### src/rtl/change_dispense_ctrl_if.sv
// Change dispenser bus: payout request from the vending FSM, coin handshake
// to the dispenser, status back to the requester, optional stock controls.
interface change_dispense_if #(
  parameter int AMT_W = 8
);
  logic             change_start;
  logic [AMT_W-1:0] change_amount;
  logic             change_abort;
  logic             coin_ready;
  logic             coin_valid;
  logic [4:0]       coin_sel;
  logic             busy;
  logic             done;
  logic             err;
  logic [AMT_W-1:0] remaining;
  logic [7:0]       coin_cnt;
  logic             stock_refill;
  logic [4:0]       stock_empty;

  // Requester / dispenser side
  modport master (
    output change_start, change_amount, change_abort, coin_ready, stock_refill,
    input  coin_valid, coin_sel, busy, done, err, remaining, coin_cnt, stock_empty
  );

  // Controller side
  modport slave (
    input  change_start, change_amount, change_abort, coin_ready, stock_refill,
    output coin_valid, coin_sel, busy, done, err, remaining, coin_cnt, stock_empty
  );
endinterface

### src/rtl/change_dispense_ctrl.sv
// change_dispense_ctrl: breaks a change amount greedily into 50/20/10/5/1
// coins and issues them one at a time over a valid/ready handshake.
// Optional per-denomination stock tracking: define CHANGE_INVENTORY_EN.
//
// state  | meaning
// -------+-----------------------------------------------------------
// IDLE   | waiting for change_start; stock refill accepted here
// SELECT | pick largest coin <= remaining (and in stock)
// ISSUE  | coin_valid high, coin_sel held until coin_ready
// DONE   | one-cycle done pulse, remaining is 0
// FAULT  | one-cycle err pulse, remaining holds undispensed amount
module change_dispense_ctrl #(
  parameter int AMT_W      = 8,
  parameter int STOCK_W    = 4,
  parameter int STOCK_INIT = 10
) (
  input  logic              sys_clk,
  input  logic              sys_rst,
  change_dispense_if.slave  bus
);

  typedef enum logic [2:0] {
    S_IDLE,
    S_SELECT,
    S_ISSUE,
    S_DONE,
    S_FAULT
  } state_e;

  state_e           state_q;
  logic [AMT_W-1:0] remaining_q;
  logic [7:0]       coin_cnt_q;
  logic [4:0]       coin_sel_q;
  logic             coin_valid_q;
  logic             busy_q;
  logic             done_q;
  logic             err_q;

  logic [4:0]       stock_ok;
  logic [4:0]       sel_d;
  logic [AMT_W-1:0] remaining_d;
  logic             handshake;

  // Face value of a one-hot coin selection.
  function automatic logic [AMT_W-1:0] coin_value(input logic [4:0] sel);
    logic [AMT_W-1:0] v;
    v = '0;
    case (sel)
      5'b00001: v = AMT_W'(1);
      5'b00010: v = AMT_W'(5);
      5'b00100: v = AMT_W'(10);
      5'b01000: v = AMT_W'(20);
      5'b10000: v = AMT_W'(50);
      default:  v = '0;
    endcase
    return v;
  endfunction

`ifdef CHANGE_INVENTORY_EN
  logic [STOCK_W-1:0] stock_q [5];
  logic [4:0]         stock_empty_w;

  // A denomination is selectable only while its counter is non-zero.
  always_comb begin
    stock_ok      = '0;
    stock_empty_w = '0;
    for (int i = 0; i < 5; i++) begin
      stock_ok[i]      = (stock_q[i] != '0);
      stock_empty_w[i] = (stock_q[i] == '0);
    end
  end

  assign bus.stock_empty = stock_empty_w;
`else
  // Unlimited stock: every denomination is always available.
  assign stock_ok        = '1;
  assign bus.stock_empty = '0;

  logic               unused_stock_refill;
  logic [STOCK_W-1:0] unused_stock_init;
  assign unused_stock_refill = bus.stock_refill;
  assign unused_stock_init   = STOCK_W'(STOCK_INIT);
`endif

  // Greedy pick: largest available coin not exceeding the remaining amount.
  // A zero result means no coin fits, which only happens when stock runs out.
  always_comb begin
    sel_d = '0;
    if (remaining_q >= AMT_W'(50) && stock_ok[4])
      sel_d = 5'b10000;
    else if (remaining_q >= AMT_W'(20) && stock_ok[3])
      sel_d = 5'b01000;
    else if (remaining_q >= AMT_W'(10) && stock_ok[2])
      sel_d = 5'b00100;
    else if (remaining_q >= AMT_W'(5) && stock_ok[1])
      sel_d = 5'b00010;
    else if (remaining_q >= AMT_W'(1) && stock_ok[0])
      sel_d = 5'b00001;
  end

  // Amount left once the coin currently on offer is taken; the selection
  // rule guarantees the coin never exceeds remaining_q.
  always_comb begin
    handshake   = (state_q == S_ISSUE) && bus.coin_ready;
    remaining_d = remaining_q - coin_value(coin_sel_q);
  end

  // Sequencer with registered outputs; handshake is resolved before abort.
  always_ff @(posedge sys_clk) begin
    if (sys_rst) begin
      state_q      <= S_IDLE;
      remaining_q  <= '0;
      coin_cnt_q   <= '0;
      coin_sel_q   <= '0;
      coin_valid_q <= 1'b0;
      busy_q       <= 1'b0;
      done_q       <= 1'b0;
      err_q        <= 1'b0;
`ifdef CHANGE_INVENTORY_EN
      for (int i = 0; i < 5; i++) stock_q[i] <= STOCK_W'(STOCK_INIT);
`endif
    end else begin
      done_q <= 1'b0;
      err_q  <= 1'b0;
      case (state_q)
        S_IDLE: begin
`ifdef CHANGE_INVENTORY_EN
          if (bus.stock_refill)
            for (int i = 0; i < 5; i++) stock_q[i] <= STOCK_W'(STOCK_INIT);
`endif
          if (bus.change_start) begin
            remaining_q <= bus.change_amount;
            coin_cnt_q  <= '0;
            if (bus.change_amount == '0) begin
              state_q <= S_DONE;
              done_q  <= 1'b1;
            end else begin
              state_q <= S_SELECT;
              busy_q  <= 1'b1;
            end
          end
        end

        S_SELECT: begin
          if (bus.change_abort) begin
            state_q <= S_IDLE;
            busy_q  <= 1'b0;
          end else if (sel_d != '0) begin
            coin_sel_q   <= sel_d;
            coin_valid_q <= 1'b1;
            state_q      <= S_ISSUE;
          end else begin
            state_q <= S_FAULT;
            busy_q  <= 1'b0;
            err_q   <= 1'b1;
          end
        end

        S_ISSUE: begin
          if (handshake) begin
            remaining_q  <= remaining_d;
            coin_valid_q <= 1'b0;
            coin_sel_q   <= '0;
            if (coin_cnt_q != 8'hFF) coin_cnt_q <= coin_cnt_q + 8'd1;
`ifdef CHANGE_INVENTORY_EN
            for (int i = 0; i < 5; i++)
              if (coin_sel_q[i]) stock_q[i] <= stock_q[i] - STOCK_W'(1);
`endif
            if (bus.change_abort) begin
              state_q <= S_IDLE;
              busy_q  <= 1'b0;
            end else if (remaining_d == '0) begin
              state_q <= S_DONE;
              busy_q  <= 1'b0;
              done_q  <= 1'b1;
            end else begin
              state_q <= S_SELECT;
            end
          end else if (bus.change_abort) begin
            coin_valid_q <= 1'b0;
            coin_sel_q   <= '0;
            state_q      <= S_IDLE;
            busy_q       <= 1'b0;
          end
        end

        S_DONE:  state_q <= S_IDLE;
        S_FAULT: state_q <= S_IDLE;
        default: begin
          state_q      <= S_IDLE;
          busy_q       <= 1'b0;
          coin_valid_q <= 1'b0;
          coin_sel_q   <= '0;
        end
      endcase
    end
  end

  assign bus.coin_valid = coin_valid_q;
  assign bus.coin_sel   = coin_sel_q;
  assign bus.busy       = busy_q;
  assign bus.done       = done_q;
  assign bus.err        = err_q;
  assign bus.remaining  = remaining_q;
  assign bus.coin_cnt   = coin_cnt_q;

endmodule
### src/flat_wrapper.sv
// flat-port wrapper written by rule: the top's interface ports become plain ports
module change_dispense_ctrl_flat 
#(
  parameter int AMT_W      = 8,
  parameter int STOCK_W    = 4,
  parameter int STOCK_INIT = 10
)
  (sys_clk, sys_rst, bus_change_start, bus_change_amount, bus_change_abort, bus_coin_ready, bus_stock_refill, bus_coin_valid, bus_coin_sel, bus_busy, bus_done, bus_err, bus_remaining, bus_coin_cnt, bus_stock_empty);
  change_dispense_if #(.AMT_W(AMT_W)) bus_i ();
  input  logic sys_clk;
  input  logic sys_rst;
  input wire logic [$bits(bus_i.change_start)-1:0] bus_change_start;
  input wire logic [$bits(bus_i.change_amount)-1:0] bus_change_amount;
  input wire logic [$bits(bus_i.change_abort)-1:0] bus_change_abort;
  input wire logic [$bits(bus_i.coin_ready)-1:0] bus_coin_ready;
  input wire logic [$bits(bus_i.stock_refill)-1:0] bus_stock_refill;
  output wire logic [$bits(bus_i.coin_valid)-1:0] bus_coin_valid;
  output wire logic [$bits(bus_i.coin_sel)-1:0] bus_coin_sel;
  output wire logic [$bits(bus_i.busy)-1:0] bus_busy;
  output wire logic [$bits(bus_i.done)-1:0] bus_done;
  output wire logic [$bits(bus_i.err)-1:0] bus_err;
  output wire logic [$bits(bus_i.remaining)-1:0] bus_remaining;
  output wire logic [$bits(bus_i.coin_cnt)-1:0] bus_coin_cnt;
  output wire logic [$bits(bus_i.stock_empty)-1:0] bus_stock_empty;
  assign bus_i.change_start = bus_change_start;
  assign bus_i.change_amount = bus_change_amount;
  assign bus_i.change_abort = bus_change_abort;
  assign bus_i.coin_ready = bus_coin_ready;
  assign bus_i.stock_refill = bus_stock_refill;
  assign bus_coin_valid = bus_i.coin_valid;
  assign bus_coin_sel = bus_i.coin_sel;
  assign bus_busy = bus_i.busy;
  assign bus_done = bus_i.done;
  assign bus_err = bus_i.err;
  assign bus_remaining = bus_i.remaining;
  assign bus_coin_cnt = bus_i.coin_cnt;
  assign bus_stock_empty = bus_i.stock_empty;
  change_dispense_ctrl #(.AMT_W(AMT_W), .STOCK_W(STOCK_W), .STOCK_INIT(STOCK_INIT)) u_core (.sys_clk(sys_clk), .sys_rst(sys_rst), .bus(bus_i));
endmodule
### config.mk
export PLATFORM = sky130hd
export DESIGN_NAME = change_dispense_ctrl_flat
export DESIGN_NICKNAME = d
export VERILOG_FILES = /design/src/rtl/change_dispense_ctrl_if.sv /design/src/rtl/change_dispense_ctrl.sv /design/src/flat_wrapper.sv
export SDC_FILE = /design/constraint.sdc
export NUM_CORES = 1
export LEC_CHECK = 0
export BUFFER_PORTS_ARGS = -buffer_cell sky130_fd_sc_hd__buf_2
export CORE_MARGIN = 3
export CORE_UTILIZATION = 40
export DETAILED_ROUTE_END_ITERATION = 7
export GPL_TIMING_DRIVEN = 0
export HOLD_SLACK_MARGIN = 0.05
export PLACE_DENSITY = 0.61
export SETUP_SLACK_MARGIN = 0.2
export SYNTH_ARGS = -nofsm -noshare
export SYNTH_HDL_FRONTEND = slang
export SYNTH_SLANG_ARGS = --single-unit
### constraint.sdc
create_clock -name sys_clk -period 3.3 [get_ports sys_clk]
set_input_delay 0.165 -clock sys_clk [delete_from_list [all_inputs] [get_ports sys_clk]]
set_output_delay 0.165 -clock sys_clk [all_outputs]
set_load 0.1 [all_outputs]
==> metrics <==
Worst-Skew Late Latency 0.28 ns; routed via count 1,875; Final Cycle Share 0.852; Crit Path Category register to register; Reg clk slew, reported paths 0.10 ns; total grt overflow 0; EDFF count, synth 0; final worst setup slack 0.487 ns; clk_skew 0.00274 ns; vias in the first global route 1,693; layout cells sized above 1 0.212; CTS tree done; Register-to-Register Setup Slack 0.49 ns; Mapped Avg Cell Area 7.94 um^2; Top Family by Delay on Critical Path simple AND/OR/NAND/NOR gates; Starting DRT DRC Count 77; Fmax 356 MHz; initial antenna violation count 0; RePlAce Congestion 0.829; Layout Nets 306; most frequent cells in the layout 39 x nor2_1, 37 x buf_2, 24 x dfxtp_1; Total Power 1.07 mW; Slowest-stage cell, CP or4_1; Sum Neg Setup Slack 0 ns; buffer count from post-CTS setup fixing 0; Initial Utilization 0.425; first-pass GRT wire length 8.04 mm; largest cells by area after synthesis dfxtp_1 30%, nor2_1 7.7%, ha_1 4.6%; CTS H-Tree Depth 1; Worst Tran Pin Value a little under 0.9 ns; # Max-Cap Violations 0; drt first pass iters 4; Root Driver clkbuf_8; Wirelength per Cell 14.8 um; Distinct cells, synth 49; largest net degree at the start of global routing 17; Die Ht 74.8 um; Synth-to-Final Area Change 18.7%; Seq. cell area 566 um^2; IO Port Bufs 37; io pins 44; number of cells produced by synthesis approximately 240; hpwl dp 3.87 mm; final hold violation count 0; crit path capture type register; # fillers 494; # diodes 0; LEAKAGE 0.972 nW; post_cts resized 0; Synth warnings 0; core area between 0.004 and 0.005 mm^2; Async S/R FF share, synth 0; pre-CTS WS 0.354 ns; Antenna Nets Post-Route 0; DRC Markers 0; Largest stage delay, worst path ~0.56 ns; clock sinks 28; Seq/Total Area, Yosys 0.296; cell taking the most area after synthesis dfxtp_1; post-layout min period roughly 2.8 ns; total CTS buffers 3; Total GRT Usage 0.184; vias per inst 5.60; die width 74.8 um; Site Rows 24; Final Hold Slack around 0.14 ns; Worst Path Required 3.46 ns; Clock Tree Buf Depth 2; Hold Crit Class input port to register; pwr/cell area roughly 480 mW/mm^2; VDD IR max between 0.0002 and 0.00025 V; Main synth FF type dfxtp_1; synthesis-stage register bit count 28; synthesized cell area 0.00189 mm^2; Placed Area 0.00216 mm^2; area occupied by multi-input gates 0.00126 mm^2; WP data arrival between 2 and 3 ns; status complete, no violations; critical path, cell by cell or4_1 > ha_1 > nor2b_1 > a221o_1 > a211oi_1 > nor4b_2 > nand2_1 > o2bb2ai_1; Slew Limit Fails 0; WP buf/inv 0; crit-path max FO 7; most common cell after layout, fill and taps aside nor2_1; max_slew headroom 0.422; Non-Filler Cell Area, Final 0.00224 mm^2; crit path launch type register; WL final 4.97 mm; post-cts hold buffer count 0; unrepaired setup endpoints after global routing no; Yosys top cell area share 0.296; die area 0.00559 mm^2; Final setup viols 0
==> area by class of cell <==
type,instances,share of cell area
clock buffers,3,0.0184
multi-input cells,195,0.563
plain buffers,12,0.0301
well taps,52,0.0290
inverters,7,0.0117
clock inverters,1,0.0134
repair buffers,37,0.0825
flip-flops and latches,28,0.252
==> through the flow <==
stage / instances / utilization
2_1_floorplan: 242 / -
3_3_place_gp: 331 / 0.486
3_5_place_dp: 331 / 0.486
4_1_cts: 335 / 0.502
5_1_grt: 335 / 0.505
6_report: 335 / 0.505
==> cell usage after synthesis (all sizes together), types with 6 or more instances <==
library cell,instances
xor2,6
nor3,6
ha,7
a21oi,10
buf,6
a211oi,10
nand2,16
inv,7
nor2,39
clkbuf,6
dfxtp,28
or4,6
o21ai,13
nor3b,6
==> layer usage <==
layer  track usage  vias to the layer above  share of wire
met3        0.0214                        5          0.036
met1         0.251                      869           0.48
met5             0                        -              0
li1              -                      961              -
met4        0.0455                        0         0.0084
met2         0.310                       40           0.47
==> cell families (layout without fill, tap and decap cells) <==
logic type	count (synthesis)	after routing	share of synthesized area
simple gates	109	109	0.310
xor+xnor	11	11	0.0510
buf+inv	19	60	0.0496
other cells	1	5	0.00198
mux	2	2	0.0106
compound gates	60	60	0.223
flops	28	28	0.296
fa+ha+maj	8	8	0.0569
==> power breakdown <==
group          internal [mW]  total, mW  switching (mW)  leakage [nW]
combinational          0.125      0.414           0.289         0.706
sequential             0.354      0.379          0.0248         0.230
clock                  0.162      0.274           0.111        0.0357
==> sequential cells by signal, summed over array words and instances, names as in the netlist <==
name	flops
u_core.bus.coin_cnt	8
u_core.bus.busy	1
u_core.bus.coin_sel	5
u_core.state_q	3
u_core.bus.err	1
u_core.bus.done	1
u_core.bus.coin_valid	1
u_core.bus.remaining	8
==> path summary, 6_finish.rpt <==
kind / start / depth (start not counted) / to
worst max register to register: u_core.bus.coin_sel[2] / 8 / u_core.bus.busy
worst max-delay path: u_core.bus.coin_sel[2] / 8 / u_core.bus.busy
worst min-delay path: sys_rst / 2 / u_core.state_q[0]
worst min register to register: u_core.bus.coin_valid / 2 / u_core.bus.coin_valid
No activity file was read; power rests on OpenSTA's default activity.
